==> config.mk <==
export PLATFORM = sky130hd
export DESIGN_NAME = a2d_round_robin
export DESIGN_NICKNAME = d
export VERILOG_FILES = /design/src/rtl/a2d_pkg.sv /design/src/rtl/a2d_gap_tmr.sv /design/src/rtl/a2d_round_robin.sv
export SDC_FILE = /design/constraint.sdc
export NUM_CORES = 1
export LEC_CHECK = 0
export CELL_PAD_IN_SITES_DETAIL_PLACEMENT = 1
export CELL_PAD_IN_SITES_GLOBAL_PLACEMENT = 1
export CORE_MARGIN = 2
export CORE_UTILIZATION = 40
export CTS_CLUSTER_DIAMETER = 100
export DETAILED_ROUTE_END_ITERATION = 7
export PLACE_DENSITY = 0.84
export SYNTH_ARGS = -nofsm -noshare
export SYNTH_HDL_FRONTEND = slang
export SYNTH_SLANG_ARGS = --single-unit
==> constraint.sdc <==
create_clock -name clk -period 4.1 [get_ports clk]
set_input_delay 0.41 -clock clk [delete_from_list [all_inputs] [get_ports clk]]
set_output_delay 0.41 -clock clk [all_outputs]
set_load 0.1 [all_outputs]
==> src/rtl/a2d_pkg.sv <==
// Types, channel numbers and command encoding shared by the A2D round-robin
// scheduler and its gap timer.
package a2d_pkg;

   typedef enum logic [2:0] {
      IDLE    = 3'd0,
      GAP     = 3'd1,
      SEND_CH = 3'd2,
      WAIT_CH = 3'd3,
      SEND_RD = 3'd4,
      WAIT_RD = 3'd5
   } a2d_state_t;

   localparam logic [2:0] CH_LFT   = 3'd0;
   localparam logic [2:0] CH_RGHT  = 3'd4;
   localparam logic [2:0] CH_STEER = 3'd5;
   localparam logic [2:0] CH_BATT  = 3'd6;

   localparam int NUM_SLOTS = 4;
   localparam int RES_W     = 12;
   localparam int CMD_W     = 16;

   // Converter command: channel number in bits [13:11], everything else zero.
   function automatic logic [CMD_W-1:0] a2d_cmd(input logic [2:0] chnl);
      return {2'b00, chnl, 11'h000};
   endfunction

   function automatic logic [2:0] slot_chnl(input logic [1:0] slot);
      logic [2:0] chnl;
      case (slot)
         2'd0:    chnl = CH_LFT;
         2'd1:    chnl = CH_RGHT;
         2'd2:    chnl = CH_STEER;
         default: chnl = CH_BATT;
      endcase
      return chnl;
   endfunction

endpackage

==> src/rtl/a2d_gap_tmr.sv <==
// Loadable down-counter that times the idle gap between conversion rounds.
// Counts down to zero and then holds there until loaded again.
module a2d_gap_tmr #(
   parameter int LOAD_VAL = 1023,
   parameter int CNT_W    = (LOAD_VAL < 1) ? 1 : $clog2(LOAD_VAL + 1)
) (
   input  logic clk,
   input  logic rst,
   input  logic ld,
   output logic zero
);

   localparam logic [CNT_W-1:0] LOAD = CNT_W'(LOAD_VAL);

   logic [CNT_W-1:0] cnt_q;
   logic [CNT_W-1:0] cnt_d;

   always_comb begin
      cnt_d = cnt_q;
      if (ld) begin
         cnt_d = LOAD;
      end else if (cnt_q != '0) begin
         cnt_d = cnt_q - 1'b1;
      end
   end

   always_ff @(posedge clk or posedge rst) begin
      if (rst) begin
         cnt_q <= '0;
      end else begin
         cnt_q <= cnt_d;
      end
   end

   assign zero = (cnt_q == '0);

endmodule

==> src/rtl/a2d_round_robin.sv <==
// Round-robin scheduler for the shared SPI A2D: converts channels 0,4,5,6 in
// turn (two SPI transactions each) and holds the latest 12-bit result per channel.
module a2d_round_robin
   import a2d_pkg::*;
#(
   parameter int GAP_CYCLES = 1024
) (
   input  logic              clk,
   input  logic              rst,
   input  logic              en,
   output logic              wrt,
   output logic [CMD_W-1:0]  cmd,
   input  logic              done,
   input  logic [CMD_W-1:0]  rd_data,
   output logic [RES_W-1:0]  lft_ld,
   output logic [RES_W-1:0]  rght_ld,
   output logic [RES_W-1:0]  steer_pot,
   output logic [RES_W-1:0]  batt,
   output logic              vld
);

   a2d_state_t       state_q;
   a2d_state_t       state_d;
   logic [1:0]       slot_q;
   logic [1:0]       slot_d;
   logic             wrt_q;
   logic             wrt_d;
   logic             vld_q;
   logic             vld_d;
   logic [CMD_W-1:0] cmd_q;
   logic [CMD_W-1:0] cmd_d;
   logic             cap;
   logic             gap_zero;
   logic [RES_W-1:0] res_q [NUM_SLOTS];
   logic             rd_data_unused;

   // The upper nibble of the converter response carries no result bits.
   assign rd_data_unused = ^rd_data[CMD_W-1:RES_W];

   // vld is high only in the first GAP cycle, so it doubles as the timer load.
   // Loading there rather than on the WAIT_RD exit puts the next round's first
   // wrt GAP_CYCLES+1 cycles after vld.
   a2d_gap_tmr #(
      .LOAD_VAL (GAP_CYCLES - 1)
   ) u_gap_tmr (
      .clk  (clk),
      .rst  (rst),
      .ld   (vld_q),
      .zero (gap_zero)
   );

   always_comb begin
      state_d = state_q;
      slot_d  = slot_q;
      cap     = 1'b0;
      vld_d   = 1'b0;
      case (state_q)
         IDLE: begin
            if (en) begin
               state_d = SEND_CH;
               slot_d  = 2'd0;
            end
         end
         GAP: begin
            if (!vld_q && gap_zero) begin
               state_d = en ? SEND_CH : IDLE;
            end
         end
         SEND_CH: state_d = WAIT_CH;
         WAIT_CH: begin
            // This response belongs to the previous command; only the handshake matters.
            if (done) begin
               state_d = SEND_RD;
            end
         end
         SEND_RD: state_d = WAIT_RD;
         WAIT_RD: begin
            if (done) begin
               cap = 1'b1;
               if (slot_q == 2'd3) begin
                  vld_d   = 1'b1;
                  slot_d  = 2'd0;
                  state_d = GAP;
               end else begin
                  slot_d  = slot_q + 2'd1;
                  state_d = SEND_CH;
               end
            end
         end
         default: state_d = IDLE;
      endcase
   end

   // SEND_CH/SEND_RD last exactly one cycle, so entering them is the wrt pulse.
   always_comb begin
      wrt_d = (state_d == SEND_CH) || (state_d == SEND_RD);
      cmd_d = cmd_q;
      if (state_d == SEND_CH) begin
         cmd_d = a2d_cmd(slot_chnl(slot_d));
      end
   end

   always_ff @(posedge clk or posedge rst) begin
      if (rst) begin
         state_q <= IDLE;
         slot_q  <= 2'd0;
         wrt_q   <= 1'b0;
         vld_q   <= 1'b0;
         cmd_q   <= '0;
      end else begin
         state_q <= state_d;
         slot_q  <= slot_d;
         wrt_q   <= wrt_d;
         vld_q   <= vld_d;
         cmd_q   <= cmd_d;
      end
   end

   generate
      for (genvar gi = 0; gi < NUM_SLOTS; gi++) begin : g_res
         always_ff @(posedge clk or posedge rst) begin
            if (rst) begin
               res_q[gi] <= '0;
            end else if (cap && (slot_q == 2'(gi))) begin
               res_q[gi] <= rd_data[RES_W-1:0];
            end
         end
      end
   endgenerate

   assign wrt       = wrt_q;
   assign vld       = vld_q;
   assign cmd       = cmd_q;
   assign lft_ld    = res_q[0];
   assign rght_ld   = res_q[1];
   assign steer_pot = res_q[2];
   assign batt      = res_q[3];

endmodule

==> results.txt, run 1 <==
Initial Util: 40.7%
Synth cell types: 38
Largest net degree at the start of global routing: 47
Final Max Slew Viols: 0
Diodes inserted: 0
Avg Inst Size Synth: 13.2 µm²
Iter 0 DRT Violations: 81
Reg2reg setup slack: 1.78 ns
Antenna viol nets, final: 0
Worst EP arrival: 2.10 ns
Worst-margin pin slew: 1.05 ns
CP Launch Type: flop
Average wire per standard cell: 18.6 µm
CP Max Fanout: 10
Final hold violations: 0
Initial DRT Pass Iterations: 4
Max clock buf depth: 2
Area of the multi-input gates: 1100 µm²
Total CTS buffers: 9
Max incr delay on CP: 1.21 ns
Slowest cell on the critical path: clkdlybuf4s50_1
Vias in the first global route: 2,153
Slew Limit Headroom: 29.7%
Port Buffer Count: 68
Seq/Total Area, Yosys: 58.3%
Number of fill cells: 722
Cells after synthesis: 221
First-pass GRT wire length: 11,900 µm
Placer Congestion: 0.751
Synth Cell Area: 2920 µm²
Delay-heaviest family, CP: buffers and inverters
Critical path class: flop to output pin
Root Buffer: clkbuf_8
Main synth FF type: dfrtp_1
Ys Warns: 0
Total clock sinks: 68
Cell taking the most area after synthesis: dfrtp_1
Initial antenna violation count: 0
Register Area: 1700 µm²
Outcome: completed
TNS Setup: 0 ns
WHS: 0.503 ns
Critical Path RT: 3.69 ns
Post-synthesis mux area share: 20.1%
RSZ-0062 raised after global routing: no
Die Area: 7990 µm²
Row cnt: 31
Commonest non-fill, non-tap cells in the layout: 68 x dfrtp_1, 68 x clkdlybuf4s50_1, 46 x mux2_2, 13 x conb_1
Hold/Removal Path Class: flop to flop
Post-CTS Setup Inserts: 0
Crit-path cells: clkdlybuf4s50_1
Synth top area share: 58.3%
Max Cap Viol: 0
Post-synthesis compound-gate area fraction: 4.07%
CTS clk-pin slew, worst paths: 0.08 ns
Clock latency on the worst-skew pair: 0.35 ns
H-tree depth: 3
Post-Route Skew: 0.00896 ns
DP HPWL: 4830 µm
Xor/xnor share of the synthesized area: 0.600%
Final WL: 7380 µm
Fraction of the mapped netlist area in adder cells: 2.57%
Min Tclk post-route: 2.51 ns
Layout cells sized above 1: 24.2%
Bufs and invs on worst path: 1
Chip height: 89.4 µm
CP Capture Type: output pin
Setup violators final: 0
Vias/cell: 4.86
CTS tree: built
Highest clock rate: 0.398 GHz
Synth top area cells: dfrtp_1 58%, mux2_2 18%, buf_4 3.3%
CTS resizes: 0
Largest family of logic cells by synthesized area: multiplexers
DR DRC count: 0
Total track usage: 20.4%
Chip width: 89.4 µm
Cts hold-fix bufs: 0
Layout Nets: 319
Async set-or-reset flop fraction in the synthesized netlist: 100%
Core Box Area: 7180 µm²
GRT overflow: 0
EDFF count, synth: 0
#FFs+latches synth: 68
IO Pins: 86
Simple-gate share of the synthesized area: 8.70%
Via count: 1,930
Crit share post-route: 61.2%
Area Growth Syn to Fin: 33.7%
[metrics by stage]
stage	setup WS, ns	std cells	util [%]	area, µm²
after global placement	1.82	381	50.9	3650
after detailed placement	1.78	381	50.9	3650
final	1.59	397	54.4	3900
after CTS	1.57	397	54.4	3900
after floorplan	1.91	233	-	2960
after global routing	1.50	397	54.4	3900
[path summary, 6_finish.rpt]
path	to	start	cells past startpoint
setup / recovery	vld	vld$_DFF_PP0_	1
hold / removal	steer_pot[10]$_DFFE_PP0P_	steer_pot[10]$_DFFE_PP0P_	1
setup reg to reg	cmd[13]$_DFFE_PP0N_	u_gap_tmr.cnt_q[0]$_DFFE_PP0P_	7
hold reg to reg	steer_pot[10]$_DFFE_PP0P_	steer_pot[10]$_DFFE_PP0P_	1
max in group asynchronous	batt[7]$_DFFE_PP0P_	rst	3
min in group asynchronous	cmd[12]$_DFFE_PP0N_	rst	2
[logic make-up (layout without fill, tap and decap cells)]
| kind of cell | count (synthesis) | in the layout |
|---|---|---|
| compound gates | 19 | 19 |
| xor+xnor | 2 | 2 |
| fa+ha+maj | 6 | 6 |
| buf+inv | 30 | 95 |
| flops | 68 | 68 |
| mux | 51 | 51 |
| other cells | 1 | 13 |
| simple gates | 44 | 44 |
[Yosys cell counts, types with 3 or more instances]
cell / number
a21oi_1: 7
buf_4: 13
clkbuf_1: 6
dfrtp_1: 68
ha_1: 6
inv_1: 10
mux2_2: 46
mux2_4: 3
nand2_1: 10
nand2b_1: 3
nor2_1: 9
nor3_1: 4
o21ai_0: 3
or3_1: 3
[per-layer routing]
| layer | part of all wire [%] | track usage (%) | wire length, µm |
|---|---|---|---|
| met3 | 9.7 | 10.8 | 715 |
| met1 | 42 | 26.0 | 3120 |
| met4 | 1.5 | 5.83 | 112 |
| met2 | 46 | 30.5 | 3430 |
| met5 | 0 | 0 | 0 |
[state kept, by name (all words and copies together), names as in the netlist, 2 cells and up]
name	cells
batt	12
cmd	3
lft_ld	12
rght_ld	12
slot_q	2
state_q	3
steer_pot	12
u_gap_tmr.cnt_q	10
[layout make-up]
class,count,area share [%]
timing repair buffer,69,17.6
clock inverter,6,2.86
inverter,10,0.962
sequential,68,43.6
clock buffer,10,3.53
tap,99,3.18
multi-input combinational,135,28.2
Power of run 1 is not shown: default switching activity piles up to over one toggle a cycle in this logic, so the estimate is an artifact.
==> run 2: changes to the inputs <==
--- a/config.mk
+++ b/config.mk
@@ -8,10 +8,10 @@
 export CELL_PAD_IN_SITES_DETAIL_PLACEMENT = 1
 export CELL_PAD_IN_SITES_GLOBAL_PLACEMENT = 1
 export CORE_MARGIN = 2
-export CORE_UTILIZATION = 40
+export CORE_UTILIZATION = 37
 export CTS_CLUSTER_DIAMETER = 100
 export DETAILED_ROUTE_END_ITERATION = 7
-export PLACE_DENSITY = 0.84
+export PLACE_DENSITY = 0.78
 export SYNTH_ARGS = -nofsm -noshare
 export SYNTH_HDL_FRONTEND = slang
 export SYNTH_SLANG_ARGS = --single-unit
==> constraint.sdc (replaced) <==
create_clock -name clk -period 2.65 [get_ports clk]
set_input_delay 0.265 -clock clk [delete_from_list [all_inputs] [get_ports clk]]
set_output_delay 0.265 -clock clk [all_outputs]
set_load 0.1 [all_outputs]
==> results.txt, run 2 (same netlist as run 1, synthesis figures left out) <==
Critical path class: flop to flop
Chip height: 92.8 µm (+3.8%)
Row cnt: 32 (+3.2%)
CTS resizes: 0 (unchanged)
Via count: 1,932 (+0.10%)
Highest clock rate: 0.430 GHz
CTS clk-pin slew, worst paths: 0.07 ns (about the same)
Setup violators final: 0 (unchanged)
Crit share post-route: 87.8%
Core Box Area: 7690 µm² (+7.1%)
Root Buffer: clkbuf_8
Iter 0 DRT Violations: 55 (-32%)
Average wire per standard cell: 16.5 µm (-11%)
Max Cap Viol: 0 (unchanged)
DP HPWL: 4570 µm (-5.5%)
Layout cells sized above 1: 42.1% (+18 points)
Final hold violations: 0 (unchanged)
Post-Route Skew: 0.00798 ns (-0.000975 ns)
Post-CTS Setup Inserts: 0 (unchanged)
TNS Setup: 0 ns (unchanged)
Reg2reg end: cmd[13]$_DFFE_PP0N_
Outcome: completed
Final WL: 6600 µm (-11%)
IO Pins: 86 (unchanged)
Total clock sinks: 68 (unchanged)
Final Max Slew Viols: 0 (unchanged)
Register Area: 1700 µm² (unchanged)
Vias/cell: 4.82 (-0.89%)
CP Capture Type: flop
Largest net degree at the start of global routing: 69 (+47%)
Total track usage: 16.6% (-3.9 points)
Worst EP arrival: 2.56 ns (+0.46 ns)
Commonest non-fill, non-tap cell in the layout: dfrtp_1
Clock latency on the worst-skew pair: 0.35 ns (about the same)
Layout Nets: 321 (+0.63%)
Critical Path RT: 2.89 ns (-0.80 ns)
Vias in the first global route: 2,142 (-0.51%)
Worst reg-to-reg path cell count: 7 (unchanged)
RSZ-0062 raised after global routing: no
DR DRC count: 0 (unchanged)
GRT overflow: 0 (unchanged)
Port Buffer Count: 68 (unchanged)
Initial Util: 38.0% (-2.7 points)
Area of the multi-input gates: 1100 µm² (unchanged)
Chip width: 92.8 µm (+3.8%)
Commonest non-fill, non-tap cells in the layout: 68 x dfrtp_1, 55 x buf_4, 46 x mux2_2, 15 x clkdlybuf4s50_1, 13 x conb_1
Critical path origin: u_gap_tmr.cnt_q[0]$_DFFE_PP0P_
Cts hold-fix bufs: 0 (unchanged)
Initial antenna violation count: 0 (unchanged)
Max clock buf depth: 2 (unchanged)
Slew Limit Headroom: 56.3% (+27 points)
Antenna viol nets, final: 0 (unchanged)
Placer Congestion: 0.745 (-0.81%)
Die Area: 8610 µm² (+7.7%)
Area Growth Syn to Fin: 28.5%
Reg2reg setup slack: 0.32 ns (-1.46 ns)
Number of fill cells: 823 (+14%)
FF-to-FF Start: u_gap_tmr.cnt_q[0]$_DFFE_PP0P_
Worst-margin pin slew: 0.655 ns (-0.397 ns)
Total CTS buffers: 9 (unchanged)
Initial DRT Pass Iterations: 4 (unchanged)
CP Launch Type: flop
CP Max Fanout: 5 (-5)
First-pass GRT wire length: 11,000 µm (-8.0%)
Min Tclk post-route: 2.33 ns
CTS tree: built
Diodes inserted: 0 (unchanged)
Hold/Removal Path Class: input pin to asynchronous set/reset pin
H-tree depth: 3 (unchanged)
run 2: worst max-delay path by stage:
| stage | endpoint | slack (ns) |
|---|---|---|
| after detailed placement | cmd[13]$_DFFE_PP0N_ | 0.32 |
| final | cmd[13]$_DFFE_PP0N_ | 0.32 |
| after floorplan | cmd[11]$_DFFE_PP0N_ | 0.46 |
| after global placement | cmd[11]$_DFFE_PP0N_ | 0.37 |
| after CTS | cmd[13]$_DFFE_PP0N_ | 0.31 |
| after global routing | cmd[11]$_DFFE_PP0N_ | 0.21 |
run 2: stage by stage:
stage | area [µm²] | util, % | hold slack (ns) | worst slack (ns) | cells
2_1_floorplan | 2960 | - | 0.397 | 0.457 | 233
3_3_place_gp | 3550 | 46.2 | 0.479 | 0.372 | 386
3_5_place_dp | 3550 | 46.2 | 0.497 | 0.320 | 386
4_1_cts | 3750 | 48.8 | 0.299 | 0.305 | 401
5_1_grt | 3750 | 48.8 | 0.348 | 0.206 | 401
6_report | 3750 | 48.8 | 0.289 | 0.322 | 401
run 2: layout make-up:
| class | instances | share of cell area, % |
|---|---|---|
| flip-flops and latches | 68 | 45.4 |
| multi-input cells | 135 | 29.3 |
| repair buffers | 71 | 15.5 |
| clock buffers | 10 | 3.67 |
| well taps | 102 | 3.40 |
| clock inverters | 5 | 1.67 |
| inverters | 10 | 1.00 |
run 2: routing by layer:
metal	part of all wire [%]	routed length, µm	global-route usage (%)
met1	42	2780	19.8
met2	49	3210	26.6
met3	7.4	491	6.27
met4	1.8	117	7.35
met5	0	0	0
run 2: worst max-delay path, cell delays in order (launching register included):
cell and delay, ns:
dfrtp_1 0.42, inv_1 0.09, ha_1 0.17, or4b_1 0.51, or4_4 0.48, nand2_2 0.11
o21ai_2 0.12, mux2_4 0.32
Power of run 2 is left out for the same reason.
==> run 3: changes to the inputs <==
--- a/config.mk
+++ b/config.mk
@@ -14,4 +14,5 @@
 export PLACE_DENSITY = 0.78
 export SYNTH_ARGS = -nofsm -noshare
 export SYNTH_HDL_FRONTEND = slang
+export SYNTH_HIERARCHICAL = 1
 export SYNTH_SLANG_ARGS = --single-unit
==> results.txt, run 3 <==
Post-Route Skew: 0.00654 ns (-0.00143 ns)
Final WL: 6530 µm (-1.1%)
Worst-margin pin slew: 0.631 ns (-0.0237 ns)
Antenna viol nets, final: 0 (unchanged)
Die Area: 8740 µm² (+1.4%)
Synth top area share: 57.5% (-0.86 points)
Clock latency on the worst-skew pair: 0.34 ns (about the same)
Crit share post-route: 89.7% (+1.8 points)
CTS clk-pin slew, worst paths: 0.07 ns (about the same)
CTS tree: built
Hold/Removal Path Class: input pin to asynchronous set/reset pin
Vias in the first global route: 2,085 (-2.7%)
Min Tclk post-route: 2.38 ns (+0.0486 ns)
Critical path class: flop to flop
Crit-path cells: inv_1, ha_1, or4b_4, nor3_4, inv_1, o21ai_0, a21oi_1, nor2_1, mux2_2
Initial Util: 38.3% (+0.37 points)
CP Launch Type: flop
Layout cells sized above 1: 43.0% (+0.91 points)
Layout Nets: 323 (+0.62%)
Final core occ: 49.4% (+0.65 points)
Diodes inserted: 0 (unchanged)
Chip height: 93.5 µm (+0.72%)
Initial antenna violation count: 0 (unchanged)
Root Buffer: clkbuf_8
Final Max Slew Viols: 0 (unchanged)
First-pass GRT wire length: 10,700 µm (-2.5%)
Delay-heaviest family, CP: simple AND/OR/NAND/NOR gates
FF-to-FF Start: u_gap_tmr/cnt_q[0]$_DFFE_PP0P_
Max Cap Viol: 0 (unchanged)
TNS Setup: 0 ns (unchanged)
Register Area: 1700 µm² (unchanged)
Vias/cell: 4.87 (+1.1%)
Average wire per standard cell: 16.2 µm (-1.9%)
Commonest non-fill, non-tap cells in the layout: 68 x dfrtp_1, 55 x buf_4, 47 x mux2_2, 15 x clkdlybuf4s50_1
Synth Cell Area: 2960 µm² (+1.5%)
Critical path origin: u_gap_tmr/cnt_q[0]$_DFFE_PP0P_
Cell taking the most area after synthesis: dfrtp_1
Via count: 1,967 (+1.8%)
IO Pins: 86 (unchanged)
GRT overflow: 0 (unchanged)
Iter 0 DRT Violations: 72 (+31%)
Slowest cell on the critical path: or4b_4
CTS resizes: 0 (unchanged)
Bufs and invs on worst path: 2 (+1)
Number of fill cells: 800 (-2.8%)
Max incr delay on CP: 0.51 ns (about the same)
Worst EP arrival: 2.61 ns (+0.05 ns)
CP Capture Type: flop
CP most frequent cell: inv_1
Largest net degree at the start of global routing: 32 (-54%)
VDD IR-drop max: 0.000566 V
Most frequent cell after synthesis: dfrtp_1
Area of the multi-input gates: 1120 µm² (+1.6%)
Outcome: completed
Port Buffer Count: 68 (unchanged)
Highest clock rate: 0.421 GHz (-2.0%)
Cts hold-fix bufs: 0 (unchanged)
Commonest non-fill, non-tap cell in the layout: dfrtp_1
Pwr dens: 1310 nW/µm²
Max clock buf depth: 2 (unchanged)
Synth cell types: 34 (-11%)
DP HPWL: 4520 µm (-1.1%)
Avg Inst Size Synth: 13.2 µm² (+0.14%)
Core Box Area: 7730 µm² (+0.52%)
Main synth FF type: dfrtp_1
Total CTS buffers: 9 (unchanged)
Async set-or-reset flop fraction in the synthesized netlist: 100% (unchanged)
EDFF count, synth: 0 (unchanged)
Slew Limit Headroom: 57.9% (+1.6 points)
Initial DRT Pass Iterations: 4 (unchanged)
Final hold violations: 0 (unchanged)
Chip width: 93.5 µm (+0.72%)
Post-CTS Setup Inserts: 0 (unchanged)
Critical Path RT: 2.88 ns (about the same)
RSZ-0062 raised after global routing: no
CP Max Fanout: 5 (unchanged)
Commonest cells in the netlist: 68 x dfrtp_1, 47 x mux2_2, 15 x buf_4
Leakage power: 1.95 nW
Synth top area cells: dfrtp_1 57%, mux2_2 18%, buf_4 3.8%
Setup violators final: 0 (unchanged)
Ys Warns: 6 (+6)
Seq/Total Area, Yosys: 57.5% (-0.86 points)
Cells after synthesis: 224 (+1.4%)
#FFs+latches synth: 68 (unchanged)
Total clock sinks: 68 (unchanged)
Total track usage: 16.0% (-0.54 points)
H-tree depth: 3 (unchanged)
Row cnt: 32 (unchanged)
Area Growth Syn to Fin: 29.0%
DR DRC count: 0 (unchanged)
Placer Congestion: 0.835 (+12%)
-- run 3: changes by cell type in the layout (fill, tap and decap cells not counted), moves of 3 or more --
cell	delta
mux2i_1	+4
o21ai_0	+4
nand2_2	+3
nand2b_1	-3
inv_1	+4
nand2_1	-7
mux2_4	-3
nor2b_1	+3
o211ai_1	+3
-- run 3: area by class of cell --
| class | count | area share (%) |
|---|---|---|
| Sequential cell | 68 | 44.5 |
| Multi-Input combinational cell | 134 | 29.2 |
| Timing Repair Buffer | 71 | 15.3 |
| Tap cell | 102 | 3.34 |
| Clock buffer | 9 | 3.24 |
| Clock inverter | 6 | 2.98 |
| Inverter | 14 | 1.38 |
-- run 3: final timing paths --
path | depth (start not counted) | end | slack [ns]
max reg2reg | 9 | cmd[13]$_DFFE_PP0N_ | 0.27
min in group clk | 1 | rght_ld[9]$_DFFE_PP0P_ | 0.51
min | 2 | u_gap_tmr/cnt_q[1]$_DFFE_PP0P_ | 0.27
max | 9 | cmd[13]$_DFFE_PP0N_ | 0.27
max in group asynchronous | 3 | rght_ld[5]$_DFFE_PP0P_ | 1.70
min reg2reg | 1 | rght_ld[9]$_DFFE_PP0P_ | 0.51
-- run 3: logic make-up after synthesis --
group	after synthesis	synth area share, %
fa+ha+maj	5	2.11
other cells	1	0.127
buf+inv	34	6.34
simple gates	35	7.10
compound gates	28	6.89
flops	68	57.5
mux	53	20.0
-- run 3: stage by stage --
| step | hold slack (ns) | power [mW] | cell area, µm² | setup slack [ns] | std cells |
|---|---|---|---|---|---|
| after floorplan | 0.105 | 3.48 | 3010 | 0.251 | 236 |
| after global placement | 0.480 | 3.95 | 3580 | 0.293 | 389 |
| after detailed placement | 0.488 | 4.00 | 3580 | 0.269 | 389 |
| after CTS | 0.277 | 5.04 | 3820 | 0.253 | 404 |
| after global routing | 0.318 | 5.23 | 3820 | 0.141 | 404 |
| final | 0.270 | 4.99 | 3820 | 0.274 | 404 |
-- run 3: routing by layer --
layer | global-route usage, % | part of all wire [%] | up-vias
met4 | 8.33 | 2.3 | 0
met1 | 19.2 | 41 | 1004
met5 | 0 | 0 | -
met3 | 2.74 | 3.6 | 11
li1 | - | - | 909
met2 | 27.5 | 53 | 43
-- run 3: power breakdown --
group	internal, mW	switching, mW	total, mW
logic	0.576	1.83	2.41
clock network	0.621	0.400	1.02
registers	1.32	0.241	1.56
(Power assumes the default switching activity.)
